`config.mk`:
```
export PLATFORM = sky130hd
export DESIGN_NAME = led_pattern_decoder_flat
export DESIGN_NICKNAME = d
export VERILOG_FILES = /design/src/rtl/led_pattern_decoder_if.sv /design/src/rtl/led_pattern_decoder.sv /design/src/flat_wrapper.sv
export SDC_FILE = /design/constraint.sdc
export NUM_CORES = 1
export LEC_CHECK = 0
export CAP_MARGIN = 40
export CELL_PAD_IN_SITES_DETAIL_PLACEMENT = 1
export CELL_PAD_IN_SITES_GLOBAL_PLACEMENT = 1
export CORE_ASPECT_RATIO = 1.1
export CORE_UTILIZATION = 35
export DETAILED_ROUTE_END_ITERATION = 12
export PLACE_DENSITY = 0.78
export SYNTH_ARGS = -nofsm -noshare
export SYNTH_HDL_FRONTEND = slang
export SYNTH_SLANG_ARGS = --single-unit
export TNS_END_PERCENT = 100
```
`constraint.sdc`:
```
create_clock -name clock -period 2.3 [get_ports clock]
set_input_delay 0.69 -clock clock [delete_from_list [all_inputs] [get_ports clock]]
set_output_delay 0.69 -clock clock [all_outputs]
set_load 0.02 [all_outputs]
```
`src/rtl/led_pattern_decoder_if.sv`:
```
// LED observation bus: the RGB vectors watched by the decoder plus its decoded status.
interface led_pattern_decoder_if #(
    parameter int unsigned NB_LED = 4,
    parameter int unsigned NB_CNT = 32
);
    logic [NB_LED-1:0] i_led_r;
    logic [NB_LED-1:0] i_led_g;
    logic [NB_LED-1:0] i_led_b;
    logic [1:0]        o_mode;
    logic [1:0]        o_color;
    logic [NB_CNT-1:0] o_period;
    logic              o_locked;
    logic              o_valid;

    modport master (
        output i_led_r, i_led_g, i_led_b,
        input  o_mode, o_color, o_period, o_locked, o_valid
    );

    modport slave (
        input  i_led_r, i_led_g, i_led_b,
        output o_mode, o_color, o_period, o_locked, o_valid
    );
endinterface

```
`src/rtl/led_pattern_decoder.sv`:
```
// Decodes the pattern (shift-left/right, flash), colour and step period driven on the RGB LEDs,
// locking once the same step class and period repeat N_CONFIRM times.
module led_pattern_decoder #(
    parameter int unsigned NB_LED    = 4,
    parameter int unsigned NB_CNT    = 32,
    parameter int unsigned N_CONFIRM = 2
) (
    input  logic                  clock,
    input  logic                  i_reset,
    led_pattern_decoder_if.slave  led
);
    localparam int unsigned M_W = $clog2(N_CONFIRM + 1);

    typedef enum logic [1:0] {
        CLS_OTHER = 2'd0,
        CLS_LEFT  = 2'd1,
        CLS_RIGHT = 2'd2,
        CLS_FLASH = 2'd3
    } cls_e;

    typedef enum logic [1:0] {
        ST_IDLE   = 2'd0,
        ST_SEARCH = 2'd1,
        ST_LOCKED = 2'd2
    } state_e;

    logic [NB_LED-1:0] r_q, g_q, b_q;
    logic [NB_LED-1:0] v_q, v_qq;
    logic [NB_CNT-1:0] cnt_q;
    logic [NB_CNT-1:0] ref_period_q;
    cls_e              ref_cls_q;
    logic [M_W-1:0]    m_q;
    state_e            state_q;
    logic [1:0]        mode_q;
    logic [1:0]        color_q;
    logic [NB_CNT-1:0] period_q;
    logic              locked_q;
    logic              valid_q;

    logic [NB_LED-1:0] rotl_c, rotr_c;
    logic              step_c;
    logic              match_c;
    logic              sat_c;
    cls_e              cls_c;

    // Classify the transition v_qq -> v_q; flash accepts either edge of the all-on/all-off toggle.
    always_comb begin
        rotl_c  = (v_qq << 1) | (v_qq >> (NB_LED - 1));
        rotr_c  = (v_qq >> 1) | (v_qq << (NB_LED - 1));
        step_c  = (v_q != v_qq);
        sat_c   = (cnt_q == '1);
        cls_c   = CLS_OTHER;
        if ((v_qq == '0 && v_q == '1) || (v_qq == '1 && v_q == '0)) begin
            cls_c = CLS_FLASH;
        end else if (v_q == rotl_c) begin
            cls_c = CLS_LEFT;
        end else if (v_q == rotr_c) begin
            cls_c = CLS_RIGHT;
        end
        match_c = (cls_c == ref_cls_q) && (cls_c != CLS_OTHER) && (cnt_q == ref_period_q);
    end

    always_ff @(posedge clock) begin
        if (!i_reset) begin
            r_q          <= '0;
            g_q          <= '0;
            b_q          <= '0;
            v_q          <= '0;
            v_qq         <= '0;
            cnt_q        <= '0;
            ref_period_q <= '0;
            ref_cls_q    <= CLS_OTHER;
            m_q          <= '0;
            state_q      <= ST_IDLE;
            mode_q       <= '0;
            color_q      <= '0;
            period_q     <= '0;
            locked_q     <= 1'b0;
            valid_q      <= 1'b0;
        end else begin
            r_q     <= led.i_led_r;
            g_q     <= led.i_led_g;
            b_q     <= led.i_led_b;
            v_q     <= led.i_led_r | led.i_led_g | led.i_led_b;
            v_qq    <= v_q;
            valid_q <= 1'b0;

            if (r_q != '0) begin
                color_q <= 2'd1;
            end else if (g_q != '0) begin
                color_q <= 2'd2;
            end else if (b_q != '0) begin
                color_q <= 2'd3;
            end

            if (step_c) begin
                period_q <= cnt_q;
                cnt_q    <= NB_CNT'(1);
            end else if (!sat_c) begin
                cnt_q <= cnt_q + NB_CNT'(1);
            end

            // A step takes priority over counter saturation.
            if (step_c) begin
                unique case (state_q)
                    ST_IDLE: begin
                        ref_cls_q    <= cls_c;
                        ref_period_q <= cnt_q;
                        m_q          <= '0;
                        state_q      <= ST_SEARCH;
                    end
                    ST_SEARCH: begin
                        if (match_c) begin
                            m_q <= m_q + M_W'(1);
                            if (32'(m_q) + 32'd1 == N_CONFIRM) begin
                                state_q  <= ST_LOCKED;
                                locked_q <= 1'b1;
                                mode_q   <= cls_c;
                            end
                        end else begin
                            ref_cls_q    <= cls_c;
                            ref_period_q <= cnt_q;
                            m_q          <= '0;
                        end
                    end
                    ST_LOCKED: begin
                        if (match_c) begin
                            valid_q <= 1'b1;
                        end else begin
                            ref_cls_q    <= cls_c;
                            ref_period_q <= cnt_q;
                            m_q          <= '0;
                            state_q      <= ST_SEARCH;
                            locked_q     <= 1'b0;
                            mode_q       <= '0;
                        end
                    end
                    default: begin
                        state_q  <= ST_IDLE;
                        locked_q <= 1'b0;
                        mode_q   <= '0;
                    end
                endcase
            end else if (sat_c) begin
                state_q  <= ST_IDLE;
                locked_q <= 1'b0;
                mode_q   <= '0;
            end
        end
    end

    assign led.o_mode   = mode_q;
    assign led.o_color  = color_q;
    assign led.o_period = period_q;
    assign led.o_locked = locked_q;
    assign led.o_valid  = valid_q;
endmodule

```
`src/flat_wrapper.sv`:
```
// flat-port wrapper written by rule: the top's interface ports become plain ports
module led_pattern_decoder_flat 
#(
    parameter int unsigned NB_LED    = 4,
    parameter int unsigned NB_CNT    = 32,
    parameter int unsigned N_CONFIRM = 2
)
  (clock, i_reset, led_i_led_r, led_i_led_g, led_i_led_b, led_o_mode, led_o_color, led_o_period, led_o_locked, led_o_valid);
  led_pattern_decoder_if #(.NB_LED(NB_LED), .NB_CNT(NB_CNT)) led_i ();
  input  logic clock;
  input  logic i_reset;
  input wire logic [$bits(led_i.i_led_r)-1:0] led_i_led_r;
  input wire logic [$bits(led_i.i_led_g)-1:0] led_i_led_g;
  input wire logic [$bits(led_i.i_led_b)-1:0] led_i_led_b;
  output wire logic [$bits(led_i.o_mode)-1:0] led_o_mode;
  output wire logic [$bits(led_i.o_color)-1:0] led_o_color;
  output wire logic [$bits(led_i.o_period)-1:0] led_o_period;
  output wire logic [$bits(led_i.o_locked)-1:0] led_o_locked;
  output wire logic [$bits(led_i.o_valid)-1:0] led_o_valid;
  assign led_i.i_led_r = led_i_led_r;
  assign led_i.i_led_g = led_i_led_g;
  assign led_i.i_led_b = led_i_led_b;
  assign led_o_mode = led_i.o_mode;
  assign led_o_color = led_i.o_color;
  assign led_o_period = led_i.o_period;
  assign led_o_locked = led_i.o_locked;
  assign led_o_valid = led_i.o_valid;
  led_pattern_decoder #(.NB_LED(NB_LED), .NB_CNT(NB_CNT), .N_CONFIRM(N_CONFIRM)) u_core (.clock(clock), .i_reset(i_reset), .led(led_i));
endmodule
```
==> results of run 1 <==
-- worst max-delay path: stages (launching register included) --
cell and delay, ns:
dfxtp_1 0.34, xnor2_1 0.30, nand4_1 0.17, nor4_2 0.30
buf_4 0.17, and3_2 0.25, buf_4 0.14, o211ai_4 0.08
buf_12 0.16, buf_4 0.13, a31oi_1 0.17, nor3_1 0.07
-- cells by family after synthesis --
family / after synthesis / share of synthesized area [%]
xor+xnor: 64 / 9.60
simple gates: 263 / 23.1
fa+ha+maj: 6 / 1.29
mux: 5 / 0.857
flops: 128 / 43.9
compound gates: 142 / 15.7
buf+inv: 73 / 5.65
-- through the flow --
step	power, mW	util (%)	hold slack [ns]
2_1_floorplan	3.01	-	0.455
3_3_place_gp	3.34	41.5	0.439
3_5_place_dp	3.38	41.5	0.449
4_1_cts	6.23	45.5	0.457
5_1_grt	6.58	48.4	0.469
6_report	6.38	48.4	0.450
-- flip-flops by register name (all words and copies together), names as in the netlist --
name	flops
u_core.led.o_period	32
u_core.state_q	2
u_core.g_q	4
u_core.led.o_color	2
u_core.led.o_locked	1
u_core.ref_period_q	32
u_core.v_qq	4
u_core.ref_cls_q	2
u_core.b_q	4
u_core.led.o_mode	2
u_core.cnt_q	32
u_core.v_q	4
u_core.led.o_valid	1
u_core.r_q	4
u_core.m_q	2
-- layer usage --
layer	vias to the layer above	global-route usage [%]
met3	43	5.20
li1	2537	-
met4	0	9.08
met2	159	40.8
met5	-	0
met1	2715	22.3
-- what timing repair did --
item                                    in CTS  in global routing
gates cloned                                 0                  4
gates resized for setup                     11                 61
endpoints found under the setup margin      41                 48
setup buffers                                0                  8
pin swaps                                    4                 11
-- layout make-up --
cell class	instances	area (sq um)	area share [%]
Timing Repair Buffer	114	1130	14.3
Clock buffer	25	475	6.02
Inverter	8	30.0	0.380
Tap cell	204	255	3.23
Sequential cell	128	2580	32.6
Multi-Input combinational cell	480	3300	41.8
Clock inverter	6	130	1.65
-- path summary, 6_finish.rpt --
check                             to  depth (start not counted)
min reg2reg  u_core.led.o_period[29]                          2
max              u_core.ref_cls_q[0]                         11
min          u_core.led.o_period[29]                          2
max reg2reg      u_core.ref_cls_q[0]                         11
-- placed cells by master, fill, tap and decap left out, types with 7 or more instances in the layout --
| cell type | netlist | layout |
|---|---|---|
| a21oi_1 | 78 | 76 |
| and2_1 | 17 | 17 |
| buf_12 | 0 | 7 |
| buf_4 | 0 | 51 |
| clkbuf_16 | 0 | 20 |
| clkdlybuf4s50_1 | 0 | 51 |
| dfxtp_1 | 128 | 121 |
| inv_1 | 7 | 7 |
| nand2_1 | 90 | 89 |
| nand3_1 | 10 | 10 |
| nand4_1 | 53 | 53 |
| nor2_1 | 41 | 36 |
| o21ai_0 | 10 | 10 |
| o31ai_2 | 0 | 25 |
| or3_1 | 14 | 14 |
| xnor2_1 | 48 | 43 |
| xor2_1 | 16 | 16 |
-- report_power, final --
part | leakage, nW | switching (mW) | internal [mW]
registers | 1.04 | 0.0780 | 2.29
clock network | 0.295 | 0.981 | 1.86
logic | 1.28 | 0.781 | 0.392
==> flow_summary.ini, run 1 <==
[status]
outcome = complete, but fails checks
violations = setup timing

[finish]
final_area_sq_um = 7900
syn_to_final_growth_pct = 35.2
nNetsFinal = 769
diodes = 0
instances_no_fill = 965
layout-drive-gt1-share_pct = 21.4
num-fill-cells = 1834

[routing]
wirelength_microns = 20100
wl_met2_microns = 10900
top_layer_used = met4
drtAntennaViolNets = 0
routedWlPerCell_microns = 20.8
drc_errors = 0
viasPerCell = 5.65
drtIter0Drc = 325
met3_length_microns = 1060
drt-met1-wl_microns = 7640
num_vias = 5454
firstDrtPassIters = 7

[global_routing]
grt_pass1_vias = 5605
antenna_found_initial = 0
grt_first_pass_wirelength_microns = 28600
grt-ovfl-total = 0
track_usage_pct = 21.3
grt_max_degree = 59

[clocking]
cts_sinks = 128
clkLatencyLatePin_ns = 0.43
clkTransAtPathRegs_ns = 0.06
cts-htree-levels = 4
ctsLongestPathBuffers = 2
cts_tree = built
root_buffer = clkbuf_16
cts_buffers = 17
cts_hold_buf = 0

[timing]
drv_slew = 0
setup_ws_ns = -0.129
fin_crit_sh_pct = 106
worst_clock_skew_ns = 0.0139
relSlewSlack_pct = 56.6
fin_crit_ns = 2.43
final-hold-violation-count = 0
setup_viol = 39
max_freq_mhz = 412
tightest_slew_ns = 0.652
rsz0062_at_grt = true
fin_setup_tns_ns = -3.50

[synthesis]
avgSynthCellArea_sq_um = 8.58
syn_area_sq_um = 5840
synthTopCellsByArea = dfxtp_1 (44%), xnor2_1 (7.2%), a21oi_1 (6.7%)
yosysUniqueCellTypes = 51
synth_cells = 681
yosysTopAreaCellShare_pct = 43.9
yosys.area.top_type = dfxtp_1
yosys_register_bits = 128
synthTopCellsByCount = dfxtp_1 (128), nand2_1 (90), a21oi_1 (78)
seq_area_frac_synth_pct = 43.9
async_flop_share_pct = 0
synth-edff-count = 0
synthFlopType = dfxtp_1
synth_most_common_cell = dfxtp_1
yosysWarnings = 0
syn_nets = 701

[setup_path]
cp_data_arrival_time_ns = 2.74
worstPathRequired_ns = 2.61
r2r_setup_slack_ns = -0.13
end_kind = register
path_class = reg2reg
crit_start = u_core.ref_period_q[6]
crit_fanout = 4
r2r_start = u_core.ref_period_q[6]
worst_setup_path_start_kind = register

[placed_design]
io_buffers = 51
dp.cells = 922
pre_cts_ws_ns = -0.0524
dpl_cell_area_sq_um = 6770
gp_congestion = 0.798
dp_hpwl_microns = 11800

[floorplan]
die_x_microns = 125
core-area_sq_um = 16300
die_area_sq_um = 17200
ios = 52
die_height_microns = 138
start_util_pct = 35.8
rows = 49

[power_and_ir_drop]
p_leak_nw = 2.62
vdd_drop_max_uv = 542
power.density_nw_per_um2 = 808

[job]
max_cap_violations = 0

[min_path]
hold_class = reg2reg
hp-start = u_core.led.o_period[29]
No activity file was read; power rests on OpenSTA's default activity.
==> run 2: changes to the inputs <==
Settings changed: CORE_MARGIN set to 3.
==> flow_summary.ini, run 2 (same netlist as run 1, synthesis figures left out) <==
[power_and_ir_drop]
p_leak_nw = 2.63
power.density_nw_per_um2 = 815
power_frac_clock_pct = 45.2
internal_power_mw = 4.54
power.share.sequential_pct = 37.1
switching_share_pct = 28.8
vdd_drop_max_uv = 522
switching_power_mw = 1.84
combPwrFrac_pct = 17.7

[timing]
drv_slew = 0
worst_clock_skew_ns = 0.00673
tightest_slew_ns = 0.617
final-hold-violation-count = 0
fin_setup_tns_ns = -0.0699
max_freq_mhz = 429
holdWs_ns = 0.449
setup_viol = 3
rsz0062_at_grt = true
setup_ws_ns = -0.0332
fin_crit_ns = 2.33
relSlewSlack_pct = 58.9
fin_crit_sh_pct = 101

[global_routing]
grt_first_pass_wirelength_microns = 29400
grt_pass1_vias = 5727
track_usage_pct = 20.5
antenna_found_initial = 0
grt-ovfl-total = 0
grt_max_degree = 64

[clocking]
clkLatencyLatePin_ns = 0.42
clkTransAtPathRegs_ns = 0.06
cts_buffers = 17
cts_tree = built
cts-htree-levels = 4
cts_sinks = 128
ctsLongestPathBuffers = 2
root_buffer = clkbuf_16

[min_path]
hold_class = reg2reg

[routing]
num_vias = 5538
viasPerCell = 5.76
drtIter0Drc = 270
wirelength_microns = 19700
firstDrtPassIters = 5
routedWlPerCell_microns = 20.5
drtAntennaViolNets = 0
drc_errors = 0

[floorplan]
die_x_microns = 129
die_height_microns = 142
rows = 48
core-area_sq_um = 16000
start_util_pct = 36.4
ios = 52
die_area_sq_um = 18300

[finish]
mostFrequentLayoutCells = dfxtp_1 (120), nand2_1 (89), a21oi_1 (76)
instances_no_fill = 962
layout-drive-gt1-share_pct = 21.1
nNetsFinal = 769
final_common_cell = dfxtp_1
syn_to_final_growth_pct = 34.1
final_util_pct = 48.8
diodes = 0

[setup_path]
worst_setup_path_start_kind = register
crit_fanout = 8
path_class = reg2reg
crit_family = compound AO/OA/AOI/OAI gates
cp.buffers_inverters = 0
end_kind = register
crit_chain = or4_4 > a21oi_4 > o311a_4 > o21a_4 > o211ai_4 > a2111oi_4 > mux2i_1
cpPeakStageDelay_ns = 0.54
worstPathRequired_ns = 2.64
crit_path_top_delay_cell = or4_4
cp_data_arrival_time_ns = 2.67

[status]
violations = setup timing
outcome = complete, but fails checks

[placed_design]
io_buffers = 51
gp_congestion = 0.853
dp.cells = 922
dp_hpwl_microns = 12100

[job]
max_cap_violations = 0
## run 2: metal layers
| metal | share of wire (%) | GRT usage [%] | up-vias |
|---|---|---|---|
| met3 | 4.6 | 5.01 | 62 |
| met2 | 52 | 35.7 | 169 |
| met4 | 3.5 | 9.67 | 0 |
| li1 | - | - | 2535 |
| met1 | 40 | 23.4 | 2772 |
| met5 | 0 | 0 | - |
## run 2: worst min-delay path: stages (launching register included)
cell	delay, ns
dfxtp_1	0.30
nand2_1	0.05
a21oi_1	0.05
## run 2: power groups by stage
stage | sequential [mW] | clock, mW | combinational, mW
6_report | 2.37 | 2.89 | 1.13
5_1_grt | 2.38 | 3.02 | 1.19
4_1_cts | 2.36 | 2.92 | 0.996
3_3_place_gp | 2.39 | 0 | 0.942
2_1_floorplan | 2.39 | 0 | 0.621
3_5_place_dp | 2.40 | 0 | 0.968
## run 2: repair_timing
action                     in CTS  in global routing
buffers inserted                0                  6
hold buffers                    0                  0
gates cloned                    0                  2
resized for setup              16                 47
pin swaps                       3                  4
setup endpoints to repair      42                 45
## run 2: area by class of cell
cell class	instances	area, sq um
Timing Repair Buffer	114	1100
Multi-Input combinational cell	480	3250
Inverter	8	30.0
Clock buffer	20	467
Fill cell	1780	8200
Tap cell	200	250
Clock inverter	12	163
Sequential cell	128	2580
## run 2: stage by stage
stage | area (sq um) | setup slack (ns) | total power [mW]
finish | 7830 | -0.0332 | 6.38
detailed placement | 6810 | -0.110 | 3.37
global placement | 6810 | -0.0295 | 3.33
CTS | 7510 | -0.0220 | 6.28
global route | 7830 | -0.115 | 6.59
floorplan | 5840 | 0.0538 | 3.01
## run 2: path summary, 6_finish.rpt
| check | from | endpoint | slack, ns | depth (start not counted) |
|---|---|---|---|---|
| worst max-delay path | u_core.v_qq[3] | u_core.led.o_mode[1] | -0.03 | 7 |
| worst min-delay path | u_core.led.o_period[22] | u_core.led.o_period[22] | 0.45 | 2 |
| worst max register to register | u_core.v_qq[3] | u_core.led.o_mode[1] | -0.03 | 7 |
| worst min register to register | u_core.led.o_period[22] | u_core.led.o_period[22] | 0.45 | 2 |
